--- src/rtl/tl_host_arbiter.sv ---
`default_nettype none
// ============================================================================
//  Module   : tl_host_arbiter
//  Purpose  : Two-host TileLink-UL arbiter sharing one downstream A/D port.
//             A-channel messages are granted round-robin and the grant is
//             held for every beat of a multi-beat Put.  The downstream source
//             ID is {host index, host source}.  D beats are routed back by
//             the top source bit.
//  Revision : 1.0  - initial release
// ----------------------------------------------------------------------------
//  Build option:
//    TL_HOST_ARB_FIXED_PRIO_EN  - host0 always wins in IDLE.  No priority
//                                 register is built.  Burst locking is kept.
// ----------------------------------------------------------------------------
//  Ports:
//    clk, rstn          clock and synchronous active-low reset
//    h0_a_*, h1_a_*     host A channels (valid/fields in, ready out)
//    h0_d_*, h1_d_*     host D channels (valid/fields out, ready in)
//    dev_a_*            downstream A channel (source one bit wider)
//    dev_d_*            downstream D channel (source one bit wider)
//  While rstn=0 every valid/ready output and every dev_a_* field is 0.
// ============================================================================
module tl_host_arbiter #(
    parameter int SourceWidth = 1,
    parameter int AddrWidth   = 56,
    parameter int DataWidth   = 64,
    parameter int SizeWidth   = 3
) (
    input  logic                     clk,
    input  logic                     rstn,
    // host 0 A
    input  logic                     h0_a_valid,
    output logic                     h0_a_ready,
    input  logic [2:0]               h0_a_opcode,
    input  logic [2:0]               h0_a_param,
    input  logic [SizeWidth-1:0]     h0_a_size,
    input  logic [SourceWidth-1:0]   h0_a_source,
    input  logic [AddrWidth-1:0]     h0_a_address,
    input  logic [DataWidth/8-1:0]   h0_a_mask,
    input  logic [DataWidth-1:0]     h0_a_data,
    input  logic                     h0_a_corrupt,
    // host 0 D
    output logic                     h0_d_valid,
    input  logic                     h0_d_ready,
    output logic [2:0]               h0_d_opcode,
    output logic [1:0]               h0_d_param,
    output logic [SizeWidth-1:0]     h0_d_size,
    output logic [SourceWidth-1:0]   h0_d_source,
    output logic                     h0_d_sink,
    output logic                     h0_d_denied,
    output logic                     h0_d_corrupt,
    output logic [DataWidth-1:0]     h0_d_data,
    // host 1 A
    input  logic                     h1_a_valid,
    output logic                     h1_a_ready,
    input  logic [2:0]               h1_a_opcode,
    input  logic [2:0]               h1_a_param,
    input  logic [SizeWidth-1:0]     h1_a_size,
    input  logic [SourceWidth-1:0]   h1_a_source,
    input  logic [AddrWidth-1:0]     h1_a_address,
    input  logic [DataWidth/8-1:0]   h1_a_mask,
    input  logic [DataWidth-1:0]     h1_a_data,
    input  logic                     h1_a_corrupt,
    // host 1 D
    output logic                     h1_d_valid,
    input  logic                     h1_d_ready,
    output logic [2:0]               h1_d_opcode,
    output logic [1:0]               h1_d_param,
    output logic [SizeWidth-1:0]     h1_d_size,
    output logic [SourceWidth-1:0]   h1_d_source,
    output logic                     h1_d_sink,
    output logic                     h1_d_denied,
    output logic                     h1_d_corrupt,
    output logic [DataWidth-1:0]     h1_d_data,
    // downstream A
    output logic                     dev_a_valid,
    input  logic                     dev_a_ready,
    output logic [2:0]               dev_a_opcode,
    output logic [2:0]               dev_a_param,
    output logic [SizeWidth-1:0]     dev_a_size,
    output logic [SourceWidth:0]     dev_a_source,
    output logic [AddrWidth-1:0]     dev_a_address,
    output logic [DataWidth/8-1:0]   dev_a_mask,
    output logic [DataWidth-1:0]     dev_a_data,
    output logic                     dev_a_corrupt,
    // downstream D
    input  logic                     dev_d_valid,
    output logic                     dev_d_ready,
    input  logic [2:0]               dev_d_opcode,
    input  logic [1:0]               dev_d_param,
    input  logic [SizeWidth-1:0]     dev_d_size,
    input  logic [SourceWidth:0]     dev_d_source,
    input  logic                     dev_d_sink,
    input  logic                     dev_d_denied,
    input  logic                     dev_d_corrupt,
    input  logic [DataWidth-1:0]     dev_d_data
);

    localparam int CW    = SizeWidth + 1;
    localparam int LOG2B = $clog2(DataWidth / 8);

    typedef enum logic [0:0] {
        ST_IDLE   = 1'b0,
        ST_LOCKED = 1'b1
    } state_t;

    state_t          r_state;
    logic            r_grant;
    logic [CW-1:0]   r_cnt;
    logic            w_prio;

    logic            w_grant;
    logic            w_a_valid;
    logic [2:0]      w_a_opcode;
    logic [2:0]      w_a_param;
    logic [SizeWidth-1:0]   w_a_size;
    logic [SourceWidth-1:0] w_a_source;
    logic [AddrWidth-1:0]   w_a_address;
    logic [DataWidth/8-1:0] w_a_mask;
    logic [DataWidth-1:0]   w_a_data;
    logic            w_a_corrupt;

    logic            w_accept;
    logic            w_multi;
    logic [SizeWidth-1:0] w_shamt;
    logic [CW-1:0]   w_beats_m1;
    logic            w_last;
    logic            w_dsel;

`ifdef TL_HOST_ARB_FIXED_PRIO_EN
    assign w_prio = 1'b0;
`else
    logic r_prio;
    assign w_prio = r_prio;
`endif

    // Grant: live arbitration in IDLE, frozen to the burst owner in LOCKED.
    always_comb begin
        w_grant = 1'b0;
        if (r_state == ST_LOCKED) begin
            w_grant = r_grant;
        end else if (h0_a_valid && h1_a_valid) begin
            w_grant = w_prio;
        end else if (h1_a_valid) begin
            w_grant = 1'b1;
        end
    end

    always_comb begin
        w_a_valid   = h0_a_valid;
        w_a_opcode  = h0_a_opcode;
        w_a_param   = h0_a_param;
        w_a_size    = h0_a_size;
        w_a_source  = h0_a_source;
        w_a_address = h0_a_address;
        w_a_mask    = h0_a_mask;
        w_a_data    = h0_a_data;
        w_a_corrupt = h0_a_corrupt;
        if (w_grant) begin
            w_a_valid   = h1_a_valid;
            w_a_opcode  = h1_a_opcode;
            w_a_param   = h1_a_param;
            w_a_size    = h1_a_size;
            w_a_source  = h1_a_source;
            w_a_address = h1_a_address;
            w_a_mask    = h1_a_mask;
            w_a_data    = h1_a_data;
            w_a_corrupt = h1_a_corrupt;
        end
    end

    assign w_accept = rstn && w_a_valid && dev_a_ready;

    // Only Put messages larger than one beat are multi-beat.
    assign w_multi = (w_a_opcode <= 3'd1) && (w_a_size > SizeWidth'(LOG2B));
    assign w_shamt = w_a_size - SizeWidth'(LOG2B);
    // beats-1 computed modulo 2^CW: the largest burst (2^CW beats) wraps the
    // shift to zero, and the subtraction then yields the correct all-ones.
    assign w_beats_m1 = (CW'(1) << w_shamt) - CW'(1);

    assign w_last = w_accept &&
                    ((r_state == ST_LOCKED) ? (r_cnt == CW'(1)) : !w_multi);

    always_ff @(posedge clk) begin
        if (!rstn) begin
            r_state <= ST_IDLE;
            r_grant <= 1'b0;
            r_cnt   <= '0;
        end else begin
            case (r_state)
                ST_IDLE: begin
                    if (w_accept && w_multi) begin
                        r_state <= ST_LOCKED;
                        r_grant <= w_grant;
                        r_cnt   <= w_beats_m1;
                    end
                end
                ST_LOCKED: begin
                    if (w_accept) begin
                        r_cnt <= r_cnt - CW'(1);
                        if (r_cnt == CW'(1)) begin
                            r_state <= ST_IDLE;
                        end
                    end
                end
                default: r_state <= ST_IDLE;
            endcase
        end
    end

`ifndef TL_HOST_ARB_FIXED_PRIO_EN
    // Round-robin: the host that just completed a message yields priority.
    always_ff @(posedge clk) begin
        if (!rstn) begin
            r_prio <= 1'b0;
        end else if (w_last) begin
            r_prio <= ~w_grant;
        end
    end
`endif

    // Downstream A outputs, held at zero during reset.
    assign dev_a_valid   = rstn && w_a_valid;
    assign dev_a_opcode  = rstn ? w_a_opcode  : '0;
    assign dev_a_param   = rstn ? w_a_param   : '0;
    assign dev_a_size    = rstn ? w_a_size    : '0;
    assign dev_a_source  = rstn ? {w_grant, w_a_source} : '0;
    assign dev_a_address = rstn ? w_a_address : '0;
    assign dev_a_mask    = rstn ? w_a_mask    : '0;
    assign dev_a_data    = rstn ? w_a_data    : '0;
    assign dev_a_corrupt = rstn && w_a_corrupt;

    assign h0_a_ready = rstn && dev_a_ready && !w_grant;
    assign h1_a_ready = rstn && dev_a_ready &&  w_grant;

    // D path: stateless steering by the requester tag bit.
    assign w_dsel      = dev_d_source[SourceWidth];
    assign h0_d_valid  = rstn && dev_d_valid && !w_dsel;
    assign h1_d_valid  = rstn && dev_d_valid &&  w_dsel;
    assign dev_d_ready = rstn && (w_dsel ? h1_d_ready : h0_d_ready);

    assign h0_d_opcode  = dev_d_opcode;
    assign h0_d_param   = dev_d_param;
    assign h0_d_size    = dev_d_size;
    assign h0_d_source  = dev_d_source[SourceWidth-1:0];
    assign h0_d_sink    = dev_d_sink;
    assign h0_d_denied  = dev_d_denied;
    assign h0_d_corrupt = dev_d_corrupt;
    assign h0_d_data    = dev_d_data;

    assign h1_d_opcode  = dev_d_opcode;
    assign h1_d_param   = dev_d_param;
    assign h1_d_size    = dev_d_size;
    assign h1_d_source  = dev_d_source[SourceWidth-1:0];
    assign h1_d_sink    = dev_d_sink;
    assign h1_d_denied  = dev_d_denied;
    assign h1_d_corrupt = dev_d_corrupt;
    assign h1_d_data    = dev_d_data;

endmodule
`default_nettype wire

--- config.mk ---
export PLATFORM = sky130hd
export DESIGN_NAME = tl_host_arbiter
export DESIGN_NICKNAME = d
export VERILOG_FILES = /design/src/rtl/tl_host_arbiter.sv
export SDC_FILE = /design/constraint.sdc
export NUM_CORES = 1
export LEC_CHECK = 0
export BUFFER_PORTS_ARGS = -buffer_cell sky130_fd_sc_hd__buf_2
export CAP_MARGIN = 10
export CORE_AREA = 2 2 253 255
export DETAILED_ROUTE_END_ITERATION = 16
export DIE_AREA = 0 0 255 257
export SLEW_MARGIN = 20
export SYNTH_ARGS = -nofsm -noshare
export SYNTH_HDL_FRONTEND = slang
export SYNTH_SLANG_ARGS = --single-unit
--- constraint.sdc ---
create_clock -name clk -period 1.9 [get_ports clk]
set_input_delay 0.285 -clock clk [delete_from_list [all_inputs] [get_ports clk]]
set_output_delay 0.285 -clock clk [all_outputs]
set_load 0.01 [all_outputs]
# --- Word level (Yosys, flattened, before mapping) ---
# Index checks and enable logic that the tools add are counted.
totals:
  reg_bits: 7
  latchBits: 0
  ramBits: 0
  mem_bits_ro: 0
  in_bits: 363
  out_inout_bits: 298
  word_cells: 62
  n_memories: 0
op_classes:
  add_sub_neg: 3
  multipliers: 0
  div_mod_pow: 0
  magnitude_cmp: 2
  n_eq_ne: 3
  shifts: 1
  n_mux: 28
  bitwise_logic: 2
  n_reduce_logical: 19
ops:
  columns: ["op", "n"]
  rows:
  - ["two-way mux 64 bit", 2]
  - ["two-way mux 56 bit", 2]
  - ["two-way mux 3 bit", 6]
  - ["two-way mux 8 bit", 2]
  - ["logical AND 1 bit", 14]
  - ["two-way mux 1 bit", 11]
  - ["two-way mux 4 bit", 2]
  - ["one-hot mux 4 bit (2 select lines)", 1]
  - ["== test 4 x 1 -> 1 bit, second input constant", 1]
  - ["AND reduction 2 bit", 2]
  - ["left shift 1 x 3 -> 4 bit, first input constant", 1]
  - ["subtractor 4 x 1 -> 4 bit, second input constant", 1]
  - ["subtractor 4 x 2 -> 4 bit, second input constant", 1]
  - ["> comparator 3 x 2 -> 1 bit, second input constant", 1]
  - ["less-or-equal comparator 3 x 1 -> 1 bit, second input constant", 1]
  - ["zero test 1 bit", 3]
  - ["subtractor 3 x 2 -> 3 bit, second input constant", 1]
  - ["two-way mux 2 bit", 1]
  - ["inequality test 2 x 1 -> 1 bit, second input constant", 1]
  - ["inequality test 2 bit, second input constant", 1]
  - ["NOT 1 bit", 2]
  - ["one-hot mux 1 bit (2 select lines)", 1]

# --- Logic depth before layout (Yosys ltp) ---
logic_depth:
  depth_word: 9
  ltp_mapped: 11
  mapped_depth_nobuf: 8

# --- Worst setup path before layout ---
# Ideal clock, no wire load.
synth_timing:
  path_kind: "reg-to-reg"
  startpoint: "register r_state"
  endpoint: "register r_cnt[2]"
  setup_time_ns: 0.065
  arrival_time_ns: 1.862
  t_required_ns: 1.835
  slack_ns: -0.027
  stages_incl_launch_ff: 11
  path_buffers: 2
  synth_period_minus_slack_ns: 1.927
  path_cell_list: "dfxtp_1 > nand2b_1 > o21a_1 > buf_2 > buf_2 > nor4b_1 > nor2_1 > ha_1 > xnor2_1 > o22a_1 > nor2_1"
synth_via:
  elab_chain_cells: 7
  word_cells_on_any_way: 19
  cone_classes: "add/sub: 2; order compare: 2; eq/ne: 2; shift: 1; mux: 6; bitwise: 1; reduce/logical: 5"
synth_rtl:
  columns: ["item", "line", "source"]
  rows:
  - ["start: declaration", "107", "state_t r_state;"]
  - ["start signal: assignment", "186", "r_state <= ST_IDLE;"]
  - ["start signal: assignment", "193", "r_state <= ST_LOCKED;"]
  - ["start signal: assignment", "202", "r_state <= ST_IDLE;"]
  - ["two-way mux 1 bit", "140", "if (r_state == ST_LOCKED) begin"]
  - ["two-way mux 3 bit / two-way mux 1 bit (equally long branches)", "159", "if (w_grant) begin"]
  - ["subtractor 3 x 2 -> 3 bit (tied with other cells)", "176", "assign w_shamt = w_a_size - SizeWidth'(LOG2B);"]
  - ["left shift 1 x 3 -> 4 bit (tied with other cells)", "179", "assign w_beats_m1 = (CW'(1) << w_shamt) - CW'(1);"]
  - ["subtractor 4 x 2 -> 4 bit / logical AND 1 bit (equally long branches)", "179, 192", null]
  - ["two-way mux 4 bit / inequality test 2 bit (equally long branches)", null, null]
  - ["one-hot mux 4 bit (2 select lines) / AND reduction 2 bit (equally long branches)", null, null]
  - ["end signal: assignment", "195", "r_cnt <= w_beats_m1;"]
  - ["end signal: assignment", "200", "r_cnt <= r_cnt - CW'(1);"]
  - ["end: declaration", "109", "logic [CW-1:0] r_cnt;"]
# Parallel ways exist; a longest one is shown, timed or not. The select of a mux whose other input is x is not followed.
# A chain may end at the register's enable or synchronous reset.

# --- Worst setup path in the final report ---
layout_timing:
  startpoint: "register r_state"
  endpoint: "output dev_a_mask[2]"
layout_via:
  elab_chain_cells: 3
layout_rtl:
  columns: ["item", "line", "source"]
  rows:
  - ["two-way mux 1 bit", "140", null]
  - ["two-way mux 8 bit", "159", null]
  - ["two-way mux 8 bit", "229", "assign dev_a_mask = rstn ? w_a_mask : '0;"]
  - ["end: declaration", "83", "output logic [DataWidth/8-1:0] dev_a_mask,"]
# No other way between the ends.

==> results.tsv <==
stage	metric	value	unit
yosys	synth_nets	1064	
power_and_ir_drop	p_leak	0.00413	µW
yosys	synth_area_leader_cell	buf_4	
place	gp_congestion	0.777	
sta	layout_min_cycle_time	2.09	ns
clock_tree	root_buffer	clkbuf_16	
finish	finish.instance_area	8340	µm²
detailed_routing	drt_iter0_markers	229	
grt	antenna_found_initial	25	
finish	final_cell_mix	buf_2 (421), nand2_1 (178), a21boi_1 (78)	
yosys	ys_seq_area_share	3.43	%
sta	hold_viol	0	
yosys	ys_types	39	
floorplanning	die_h	257	µm
clock_tree	cts.sinks	7	
setup_path	start_kind	register	
power_and_ir_drop	power	2750	µW
yosys	synth_edf_count	0	
yosys	postSynthAreaPerCell	5.85	µm²
clock_tree	cts_tree	yes	
sta	whs	0.487	ns
detailed_routing	routed_wl	35500	µm
sta	rsz0062_at_grt	true	
sta	slew_headroom	73.6	%
grt	grt_overflow_total	0	
clock_tree	cts.reportedPaths.clkPinSlew	0.04	ns
yosys	syn_inst	698	
power_and_ir_drop	powerDensity	330	nW/µm²
floorplanning	die_w	255	µm
clock_tree	clockBufferDepth	2	
floorplanning	io_pins	661	
detailed_routing	vias	5987	
grt	gr-usage-all-layers	9.12	%
clock_tree	cts-hold-fix-buffers	0	
setup_path	crit_slowest_cell	dfxtp_2	
clock_tree	numCtsBuffers	3	
detailed_routing	postRouteAntennaNets	0	
detailed_routing	wl_per_cell	19.0	µm
sta	finalSetupViolations	141	
setup_path	cp.arrival	1.81	ns
yosys	ys_ff_latch	7	
sta	setup_ws	-0.190	ns
clock_tree	htree_levels	1	
floorplanning	die-area	65500	µm²
detailed_routing	dr.pass1.iters	4	
floorplanning	core-area	62700	µm²
grt	grt_pass1_vias	5396	
sta	fin_crit_sh	110	%
finish	layout.nets	1386	
floorplanning	initial_core_util	6.51	%
setup_path	cpMostUsedCell	buf_6	
grt	grt_pass1_wl	40900	µm
place	place.port_buffers	432	
sta	timing.fmax	0.478	GHz
yosys	synth_flop_cell	dfxtp_1	
finish	layout.cells.non_filler	1869	
setup_path	setup.worst_path.class	register to output pin	
outcome	violations	negative setup slack	
yosys	synth_warnings	0	
place	place_inst	1811	
sta	maxSlewViolCount	0	
sta	tightest_slew	0.397	ns
outcome	status	finished with violations	
floorplanning	rows	92	
place	place_area	6360	µm²
yosys	synth_top_cell_area_share	29.1	%
finish	drive_above_1_share	69.7	%
setup_path	required	1.62	ns
setup_path	path_max_fanout	7	
yosys	yosys-top-cells-area	buf_4 (29%), nand2_1 (26%), a21boi_0 (20%)	
finish	layout.cells.most_common	buf_2	
power_and_ir_drop	max-vdd-ir-drop	0.000314	V
place	dp_hpwl	24500	µm
detailed_routing	viasPerCell	3.20	
setup_path	cp_slowest_stage_delay	0.32	ns
setup_path	end_kind	output pin	
sta	finClkSkew	0.00388	ns
setup_path	path_cells	buf_6 -> nand2_4 -> o21a_4 -> buf_12 -> buf_16 -> buf_6 -> nand2_2 -> a21boi_2 -> buf_2	
grt	grt_max_degree	85	
finish	area_delta_synth_final	104	%
yosys	synth_area	4080	µm²
worst_hold_path	worstHoldPathType	register to register	
detailed_routing	drc	0	
job	maxCapViolCount	0	
yosys	synthArstFlopShare	0	%
clock_tree	clock_latency	0.24	ns
-- logic make-up (layout without fill, tap and decap cells) --
kind of cell,after synthesis,count (layout),share of synthesized area [%]
AND/OR/NAND/NOR,318,318,30.9
buffers and inverters,206,527,33.9
AO/OA/AOI/OAI,155,155,28.7
flip-flops,7,7,3.43
multiplexers,6,6,1.56
adder cells (fa/ha/maj),3,3,0.920
XOR/XNOR,3,3,0.644
other,0,4,0
-- layer usage --
layer | vias up | track usage [%] | routed length (µm)
li1 | 2748 | - | -
met1 | 2597 | 9.19 | 12800
met2 | 545 | 16.3 | 16600
met3 | 89 | 4.95 | 4820
met4 | 8 | 2.16 | 1240
met5 | - | 0 | 45
-- path summary, 6_finish.rpt --
kind | from | endpoint | slack (ns) | cells after the start
min | r_prio | r_prio | 0.49 | 2
max reg2reg | r_state | r_cnt[1] | -0.07 | 11
min reg2reg | r_prio | r_prio | 0.49 | 2
max | r_state | dev_a_mask[2] | -0.19 | 9
-- area by class of cell --
type | count | area, µm²
multi-input cells | 485 | 3350
well taps | 846 | 1060
diodes | 4 | 10.0
clock buffers | 4 | 78.8
repair buffers | 520 | 3690
inverters | 3 | 11.3
flip-flops and latches | 7 | 143
fillers | 7189 | 54400
-- timing repair --
action                     in CTS  in global routing
resized for setup             167                228
pin swaps                      26                111
setup buffers                  15                 15
cloned                         10                 14
setup endpoints to repair     144                146
-- flip-flops by register name, indices dropped and copies added (netlist names) --
register and count:
r_prio 1, r_cnt 4, r_grant 1, r_state 1
-- power by group --
| part | switching (µW) | leakage, µW | internal [µW] |
|---|---|---|---|
| registers | 5.50 | 0.0000576 | 154 |
| logic | 1110 | 0.00404 | 1120 |
| clock network | 90.0 | 0.0000382 | 280 |
-- worst max-delay path: cells and delay by family (launching register included) --
kind	cells	cell delay [ns]
buffers and inverters	5	0.75
AOI/OAI and AO/OA	2	0.34
DFF	1	0.32
and+or+nand+nor	2	0.16
-- synthesized netlist by cell type (2+ instances only) --
cell type	count
a21boi_0	107
a21boi_1	32
a21oi_1	3
buf_1	8
buf_2	14
buf_4	158
clkbuf_1	23
dfxtp_1	7
ha_1	3
inv_1	2
mux2i_1	5
nand2_1	288
nand3_1	2
nand3b_1	3
nor2_1	7
nor2b_1	3
nor3_1	4
nor3b_1	3
nor4b_1	2
o21a_1	3
o21ai_0	2
xnor2_1	2
-- through the flow --
stage,util [%],setup slack [ns],TNS [ns]
CTS,11.6,-0.185,-15.91
global route,13.3,-0.264,-26.74
detailed placement,10.1,-0.155,-7.14
floorplan,-,0.00109,0
finish,13.3,-0.190,-15.45
global placement,10.1,-0.156,-6.45
(Power assumes the default switching activity.)
